$ cat src/rtl/wash_seq_if.sv
`default_nettype none
// ============================================================================
// Module    : wash_seq_if
// Purpose   : Signal bundle between the pre-wash setup stage (master) and the
//             wash cycle sequencer (slave). The abort strobe exists only when
//             WASH_ABORT_EN is defined.
// Revision  : 1.0 - initial release
// ============================================================================
interface wash_seq_if;
  // setup stage -> sequencer
  logic       start;
  logic [1:0] mode;
  logic [4:0] weight;
  logic [9:0] bal_in;
  logic       pause;
  logic       lid_open;
`ifdef WASH_ABORT_EN
  logic       abort;
`endif
  // sequencer -> setup stage / display
  logic       busy;
  logic [2:0] phase;
  logic [9:0] remain;
  logic [9:0] bal_out;
  logic       bal_we;
  logic       alarm;
  logic       err;

  modport master (
`ifdef WASH_ABORT_EN
    output abort,
`endif
    output start, mode, weight, bal_in, pause, lid_open,
    input  busy, phase, remain, bal_out, bal_we, alarm, err
  );

  modport slave (
`ifdef WASH_ABORT_EN
    input  abort,
`endif
    input  start, mode, weight, bal_in, pause, lid_open,
    output busy, phase, remain, bal_out, bal_we, alarm, err
  );
endinterface
`default_nettype wire

$ cat src/rtl/wash_seq.sv
`default_nettype none
// ============================================================================
// Module    : wash_seq
// Purpose   : Wash cycle sequencer. Charges the cycle price against the
//             balance, then runs WASH/RINSE/SPIN with a per-second countdown,
//             handles pause / lid interlock, and holds a done or error
//             indication for a fixed number of seconds.
//             Optional macro WASH_ABORT_EN: abort from PAUSED with half refund.
// Revision  : 1.0 - initial release
// ============================================================================
module wash_seq #(
  parameter int TICK_DIV = 100000000,
  parameter int DONE_SEC = 5,
  parameter int ERR_SEC  = 3
) (
  input  logic      clk,
  input  logic      rst,
  wash_seq_if.slave bus
);

  localparam int PRESC_W = (TICK_DIV > 1) ? $clog2(TICK_DIV) : 1;
  localparam logic [PRESC_W-1:0] c_presc_max = PRESC_W'(TICK_DIV - 1);
  localparam logic [9:0]         c_done_time = 10'(DONE_SEC);
  localparam logic [9:0]         c_err_time  = 10'(ERR_SEC);

  typedef enum logic [2:0] {
    S_IDLE   = 3'd0,
    S_CHECK  = 3'd1,
    S_WASH   = 3'd2,
    S_RINSE  = 3'd3,
    S_SPIN   = 3'd4,
    S_PAUSED = 3'd5,
    S_DONE   = 3'd6,
    S_ERR    = 3'd7
  } state_t;

  state_t               r_state, w_state_nxt;
  state_t               r_saved, w_saved_nxt;
  logic [9:0]           r_remain, w_remain_nxt;
  logic [PRESC_W-1:0]   r_presc, w_presc_nxt;
  logic [1:0]           r_mode, w_mode_nxt;
  logic [4:0]           r_wt, w_wt_nxt;
  logic [9:0]           r_price, w_price_nxt;
  logic [9:0]           r_bal_out, w_bal_out_nxt;
  logic                 r_bal_we, w_bal_we_nxt;

  logic [4:0]           w_wt_clamp;
  logic [1:0]           w_rate;
  logic [9:0]           w_price_new;
  logic [9:0]           w_base_wash, w_t_wash, w_t_rinse, w_t_spin;
  state_t               w_after_state;
  logic [9:0]           w_after_time;
  logic                 w_tick;
  logic [2:0]           w_phase;
`ifdef WASH_ABORT_EN
  logic [10:0]          w_refund_sum;
`endif

  assign w_tick     = (r_presc == c_presc_max);
  assign w_wt_clamp = (bus.weight > 5'd20) ? 5'd20 : bus.weight;

  // Price rate per mode, evaluated on the live inputs so it can be latched on start
  always_comb begin
    w_rate = 2'd1;
    case (bus.mode)
      2'd0:    w_rate = 2'd2;
      2'd1:    w_rate = 2'd1;
      2'd2:    w_rate = 2'd3;
      default: w_rate = 2'd1;
    endcase
  end

  assign w_price_new = 10'(w_rate) * 10'(w_wt_clamp);

  // Phase durations for the latched mode; wash time grows with the load
  always_comb begin
    w_base_wash = 10'd0;
    w_t_rinse   = 10'd0;
    w_t_spin    = 10'd0;
    case (r_mode)
      2'd0: begin w_base_wash = 10'd10; w_t_rinse = 10'd6; w_t_spin = 10'd4; end
      2'd1: begin w_base_wash = 10'd5;  w_t_rinse = 10'd3; w_t_spin = 10'd2; end
      2'd2: begin w_base_wash = 10'd15; w_t_rinse = 10'd9; w_t_spin = 10'd6; end
      default: begin w_base_wash = 10'd0; w_t_rinse = 10'd0; w_t_spin = 10'd4; end
    endcase
    w_t_wash = (w_base_wash == 10'd0) ? 10'd0 : (w_base_wash + 10'(r_wt));
  end

  // Next non-zero phase after the current one; CHECK starts the chain at WASH so
  // zero-length phases are skipped without spending a tick
  always_comb begin
    w_after_state = S_DONE;
    w_after_time  = c_done_time;
    if ((r_state == S_CHECK) && (w_t_wash != 10'd0)) begin
      w_after_state = S_WASH;
      w_after_time  = w_t_wash;
    end else if (((r_state == S_CHECK) || (r_state == S_WASH)) && (w_t_rinse != 10'd0)) begin
      w_after_state = S_RINSE;
      w_after_time  = w_t_rinse;
    end else if (((r_state == S_CHECK) || (r_state == S_WASH) || (r_state == S_RINSE))
                 && (w_t_spin != 10'd0)) begin
      w_after_state = S_SPIN;
      w_after_time  = w_t_spin;
    end
  end

`ifdef WASH_ABORT_EN
  assign w_refund_sum = {1'b0, bus.bal_in} + {2'b00, r_price[9:1]};
`endif

  // Next-state and datapath update for the sequencer
  always_comb begin
    w_state_nxt   = r_state;
    w_saved_nxt   = r_saved;
    w_remain_nxt  = r_remain;
    w_presc_nxt   = r_presc;
    w_mode_nxt    = r_mode;
    w_wt_nxt      = r_wt;
    w_price_nxt   = r_price;
    w_bal_out_nxt = r_bal_out;
    w_bal_we_nxt  = 1'b0;
    case (r_state)
      S_IDLE: begin
        w_remain_nxt = 10'd0;
        w_presc_nxt  = '0;
        if (bus.start) begin
          w_mode_nxt  = bus.mode;
          w_wt_nxt    = w_wt_clamp;
          w_price_nxt = w_price_new;
          w_state_nxt = S_CHECK;
        end
      end
      S_CHECK: begin
        w_presc_nxt = '0;
        if (bus.bal_in >= r_price) begin
          w_bal_out_nxt = bus.bal_in - r_price;
          w_bal_we_nxt  = 1'b1;
          w_state_nxt   = w_after_state;
          w_remain_nxt  = w_after_time;
        end else begin
          w_state_nxt  = S_ERR;
          w_remain_nxt = c_err_time;
        end
      end
      S_WASH, S_RINSE, S_SPIN: begin
        // pause has priority over a coincident tick; everything is frozen
        if (bus.pause || bus.lid_open) begin
          w_saved_nxt = r_state;
          w_state_nxt = S_PAUSED;
        end else if (w_tick) begin
          w_presc_nxt = '0;
          if (r_remain == 10'd1) begin
            w_state_nxt  = w_after_state;
            w_remain_nxt = w_after_time;
          end else begin
            w_remain_nxt = r_remain - 10'd1;
          end
        end else begin
          w_presc_nxt = r_presc + 1'b1;
        end
      end
      S_PAUSED: begin
`ifdef WASH_ABORT_EN
        if (bus.abort) begin
          w_state_nxt   = S_IDLE;
          w_remain_nxt  = 10'd0;
          w_presc_nxt   = '0;
          w_bal_out_nxt = (w_refund_sum > 11'd999) ? 10'd999 : w_refund_sum[9:0];
          w_bal_we_nxt  = 1'b1;
        end else if (bus.pause && !bus.lid_open) begin
          w_state_nxt = r_saved;
        end
`else
        if (bus.pause && !bus.lid_open) begin
          w_state_nxt = r_saved;
        end
`endif
      end
      S_DONE, S_ERR: begin
        if (w_tick) begin
          w_presc_nxt = '0;
          if (r_remain == 10'd1) begin
            w_state_nxt  = S_IDLE;
            w_remain_nxt = 10'd0;
          end else begin
            w_remain_nxt = r_remain - 10'd1;
          end
        end else begin
          w_presc_nxt = r_presc + 1'b1;
        end
      end
      default: begin
        w_state_nxt  = S_IDLE;
        w_remain_nxt = 10'd0;
        w_presc_nxt  = '0;
      end
    endcase
  end

  // State register
  always_ff @(posedge clk) begin
    if (rst) begin
      r_state <= S_IDLE;
      r_saved <= S_WASH;
    end else begin
      r_state <= w_state_nxt;
      r_saved <= w_saved_nxt;
    end
  end

  // Datapath registers: countdown, prescaler, latched job and balance result
  always_ff @(posedge clk) begin
    if (rst) begin
      r_remain  <= 10'd0;
      r_presc   <= '0;
      r_mode    <= 2'd0;
      r_wt      <= 5'd0;
      r_price   <= 10'd0;
      r_bal_out <= 10'd0;
      r_bal_we  <= 1'b0;
    end else begin
      r_remain  <= w_remain_nxt;
      r_presc   <= w_presc_nxt;
      r_mode    <= w_mode_nxt;
      r_wt      <= w_wt_nxt;
      r_price   <= w_price_nxt;
      r_bal_out <= w_bal_out_nxt;
      r_bal_we  <= w_bal_we_nxt;
    end
  end

  // Display phase code; CHECK shows as idle while busy is already high
  always_comb begin
    w_phase = 3'd0;
    case (r_state)
      S_WASH:   w_phase = 3'd1;
      S_RINSE:  w_phase = 3'd2;
      S_SPIN:   w_phase = 3'd3;
      S_PAUSED: w_phase = 3'd4;
      S_DONE:   w_phase = 3'd5;
      S_ERR:    w_phase = 3'd6;
      default:  w_phase = 3'd0;
    endcase
  end

  assign bus.busy    = (r_state != S_IDLE);
  assign bus.phase   = w_phase;
  assign bus.remain  = r_remain;
  assign bus.bal_out = r_bal_out;
  assign bus.bal_we  = r_bal_we;
  assign bus.alarm   = (r_state == S_DONE);
  assign bus.err     = (r_state == S_ERR);

endmodule
`default_nettype wire
$ cat src/flat_wrapper.sv
// flat-port wrapper written by rule: the top's interface ports become plain ports
module wash_seq_flat 
#(
  parameter int TICK_DIV = 100000000,
  parameter int DONE_SEC = 5,
  parameter int ERR_SEC  = 3
)
  (clk, rst, bus_start, bus_mode, bus_weight, bus_bal_in, bus_pause, bus_lid_open, bus_busy, bus_phase, bus_remain, bus_bal_out, bus_bal_we, bus_alarm, bus_err);
  wash_seq_if bus_i ();
  input  logic clk;
  input  logic rst;
  input wire logic [$bits(bus_i.start)-1:0] bus_start;
  input wire logic [$bits(bus_i.mode)-1:0] bus_mode;
  input wire logic [$bits(bus_i.weight)-1:0] bus_weight;
  input wire logic [$bits(bus_i.bal_in)-1:0] bus_bal_in;
  input wire logic [$bits(bus_i.pause)-1:0] bus_pause;
  input wire logic [$bits(bus_i.lid_open)-1:0] bus_lid_open;
  output wire logic [$bits(bus_i.busy)-1:0] bus_busy;
  output wire logic [$bits(bus_i.phase)-1:0] bus_phase;
  output wire logic [$bits(bus_i.remain)-1:0] bus_remain;
  output wire logic [$bits(bus_i.bal_out)-1:0] bus_bal_out;
  output wire logic [$bits(bus_i.bal_we)-1:0] bus_bal_we;
  output wire logic [$bits(bus_i.alarm)-1:0] bus_alarm;
  output wire logic [$bits(bus_i.err)-1:0] bus_err;
  assign bus_i.start = bus_start;
  assign bus_i.mode = bus_mode;
  assign bus_i.weight = bus_weight;
  assign bus_i.bal_in = bus_bal_in;
  assign bus_i.pause = bus_pause;
  assign bus_i.lid_open = bus_lid_open;
  assign bus_busy = bus_i.busy;
  assign bus_phase = bus_i.phase;
  assign bus_remain = bus_i.remain;
  assign bus_bal_out = bus_i.bal_out;
  assign bus_bal_we = bus_i.bal_we;
  assign bus_alarm = bus_i.alarm;
  assign bus_err = bus_i.err;
  wash_seq #(.TICK_DIV(TICK_DIV), .DONE_SEC(DONE_SEC), .ERR_SEC(ERR_SEC)) u_core (.clk(clk), .rst(rst), .bus(bus_i));
endmodule
$ cat config.mk
export PLATFORM = sky130hd
export DESIGN_NAME = wash_seq_flat
export DESIGN_NICKNAME = d
export VERILOG_FILES = /design/src/rtl/wash_seq_if.sv /design/src/rtl/wash_seq.sv /design/src/flat_wrapper.sv
export SDC_FILE = /design/constraint.sdc
export NUM_CORES = 1
export LEC_CHECK = 0
export ABC_CLOCK_PERIOD_IN_PS = 2950
export BUFFER_PORTS_ARGS = -buffer_cell sky130_fd_sc_hd__buf_2
export CAP_MARGIN = 20
export CORE_UTILIZATION = 35
export CTS_BUF_LIST = sky130_fd_sc_hd__clkbuf_4 sky130_fd_sc_hd__clkbuf_8
export CTS_CLUSTER_SIZE = 12
export DETAILED_ROUTE_END_ITERATION = 12
export PLACE_DENSITY_LB_ADDON = 0.05
export SYNTH_ARGS = -nofsm -noshare
export SYNTH_HDL_FRONTEND = slang
export SYNTH_SLANG_ARGS = --single-unit
$ cat constraint.sdc
create_clock -name clk -period 2.95 [get_ports clk]
set_input_delay 0.7375 -clock clk [delete_from_list [all_inputs] [get_ports clk]]
set_output_delay 0.7375 -clock clk [all_outputs]
set_load 0.005 [all_outputs]
==> impl_metrics.yaml <==
floorplanning:
  die_area_um2: 13000
  initial_utilization_pct: 36.2
  core-area_um2: 12200
  die_w_um: 114
  io_pins: 49
  fp-row-count: 40
  fp.dieH_um: 114
critical_path:
  max_stage_delay_ps: 440
  criticalPathCategory: "reg2reg"
  crit_arrival_ps: 2880
  cp.required_ps: 3210
  end_kind: "flop"
  crit_path_top_delay_cell: "fa_1"
  cpLargestDelayFamily: "adder cells"
  critPathMaxFanout: 4
  cp_cell_sequence: "inv_1, ha_1, nand2_1, fa_1, xor2_1, nor3b_1, o211a_1, nand3_1, a22o_1, a2111oi_2"
  startpoint_type: "flop"
  cp.buffers_inverters: 1
synth:
  synth_area_leaders: "dfxtp_1, nor2_1, ha_1"
  synthXorXnorAreaFrac_pct: 7.35
  synth_top_area_share_pct: 30.9
  yosysMostFrequentCell: "nor2_1"
  synth_adder_area_share_pct: 7.61
  syn_area_per_cell_um2: 7.61
  muxShareOfSynthArea_pct: 0.681
  synth_edf_count: 0
  yosysSeqAreaShare_pct: 30.9
  synth_top_family_by_area: "simple AND/OR/NAND/NOR gates"
  yosys.area.top_type: "dfxtp_1"
  syn_inst: 579
  synthFlopType: "dfxtp_1"
  synth_cell_types: 62
  synth-simple-area-share_pct: 28.5
  syn_nets: 626
  syn-cell-area_um2: 4410
  synth_compound_area_share_pct: 20.1
  ys_ff_latch: 68
  synth_common_cells: "nor2_1, dfxtp_1, nand2_1"
  ys_async_sr_fraction_pct: 0
  yosysWarnings: 0
detailed_routing:
  ant_nets: 0
  vias: 4173
  drcViolationCount: 0
  finalWirelength_um: 11700
  post_drt_wl_per_cell_um: 14.5
  first_pass_iters: 4
  viasPerCell: 5.17
  drt_iter0_markers: 267
clock_tree:
  cts_made_buffers: 9
  root_buffer: "clkbuf_8"
  cts_tree: "done"
  holdBufCountCts: 0
  clk_latency_ps: 360
  htree_levels: 3
  clock-sinks: 68
  post_cts_buffers: 0
  clk_path_buf_depth: 2
  path_clk_slew_ps: 80
  cts_resized: 0
cells_and_area:
  num_antenna_cells: 0
  final_nets: 682
  final_area_um2: 5130
  fin_util_pct: 42.2
  syn_to_final_growth_pct: 16.3
  drive_gt1_share_pct: 15.8
  final_cells: 807
timing:
  fmax_mhz: 382
  hold_viol: 0
  setup_viol: 0
  fin_skew_ps: 7.59
  slew_viol_final: 0
  slew-limit-headroom_pct: 52.1
  period_minus_slack_ps: 2620
  post-route-period-util_pct: 88.8
  hold_slack_ps: 451
  tightest_slew_ps: 712
  rsz0062_at_grt: "no"
global_routing:
  grt_pass1_vias: 3883
  grt_pass1_wl_um: 19600
  grtUsageTotal_pct: 19.2
  grt_max_degree: 34
  antenna_found_initial: 0
  grt-ovfl-total: 0
job:
  cap_violations: 0
placed_design:
  dp_hpwl_um: 8860
  gp_congestion: 0.837
  place_inst: 792
  numPortBuffers: 48
  dpl_cell_area_um2: 4920
min_path:
  hold_class: "reg2reg"
power:
  leakage_nw: 1.96
  ir_worst_vdd_mv: 0.317
  p_per_area_nw_per_um2: 876
outcome:
  status: "complete, no violations"
[cells by family (layout without fill, tap and decap cells)]
| group | after synthesis | count (layout) |
|---|---|---|
| fa+ha+maj | 25 | 25 |
| simple gates | 255 | 255 |
| xor+xnor | 37 | 37 |
| mux | 3 | 3 |
| buf+inv | 49 | 109 |
| flops | 68 | 68 |
| compound gates | 142 | 142 |
[worst paths after layout]
path	start	end	slack (ps)	depth (start not counted)
setup / recovery	u_core.r_mode[0]	u_core.bus.remain[2]	330	10
hold / removal	u_core.bus.bal_out[6]	u_core.bus.bal_out[6]	450	2
setup reg to reg	u_core.r_mode[0]	u_core.bus.remain[2]	330	10
hold reg to reg	u_core.bus.bal_out[6]	u_core.bus.bal_out[6]	450	2
[cells in the final DEF, fill, tap and decap left out, drive strengths merged, types with 3 or more instances in the layout]
cell,instances
nor2,86
buf,72
dfxtp,68
nand2,56
a21oi,53
o21ai,30
nor3,26
inv,22
ha,22
xnor2,20
nand3,19
xor2,17
nand2b,12
a211oi,11
clkbuf,10
nand4,8
a31oi,7
o21a,7
nor2b,6
and2,6
or3,6
and4,5
or2,4
o22ai,4
nor4,4
and3,4
nor3b,4
a22o,4
mux2i,3
nand4b,3
o211ai,3
fa,3
[registers in the layout (all words and copies together) (netlist names), 2 cells and up]
name	cells
u_core.r_state	3
u_core.r_saved	3
u_core.r_mode	2
u_core.r_presc	27
u_core.bus.bal_out	10
u_core.r_price	7
u_core.bus.remain	10
u_core.r_wt	5
[stage by stage]
stage	total power [mW]	setup slack [ps]	setup TNS, ps
finish	4.49	331	0
detailed placement	3.66	-10.5	-10.5
CTS	4.54	312	0
global placement	3.65	82.8	0
global route	4.87	89.7	0
floorplan	2.91	26.6	0
[tightest hold or removal path, stage by stage (launching register included)]
cell	delay [ps]
dfxtp_1	310
nand2_1	50
a21oi_1	50
[layout make-up]
cell class / instances / area [um^2]
Tap cell: 168 / 210
Fill cell: 1308 / 7040
Sequential cell: 68 / 1360
Clock buffer: 10 / 131
Inverter: 22 / 82.6
Timing Repair Buffer: 72 / 433
Clock inverter: 5 / 77.6
Multi-Input combinational cell: 462 / 2830
[power by group]
group / switching [mW] / leakage, nW / internal (mW) / total (mW)
clock network: 0.371 / 0.106 / 0.478 / 0.849
logic: 1.38 / 1.30 / 0.962 / 2.34
registers: 0.213 / 0.552 / 1.09 / 1.31
total: 1.96 / 1.96 / 2.53 / 4.49
[per-layer routing]
| layer | wire length, um | share of wire, % | global-route usage (%) |
|---|---|---|---|
| met5 | 0 | 0 | 0 |
| met4 | 75 | 0.64 | 5.45 |
| met3 | 470 | 4.0 | 4.71 |
| met2 | 5050 | 43 | 28.2 |
| met1 | 6120 | 52 | 27.7 |
No activity file was read; power rests on OpenSTA's default activity.
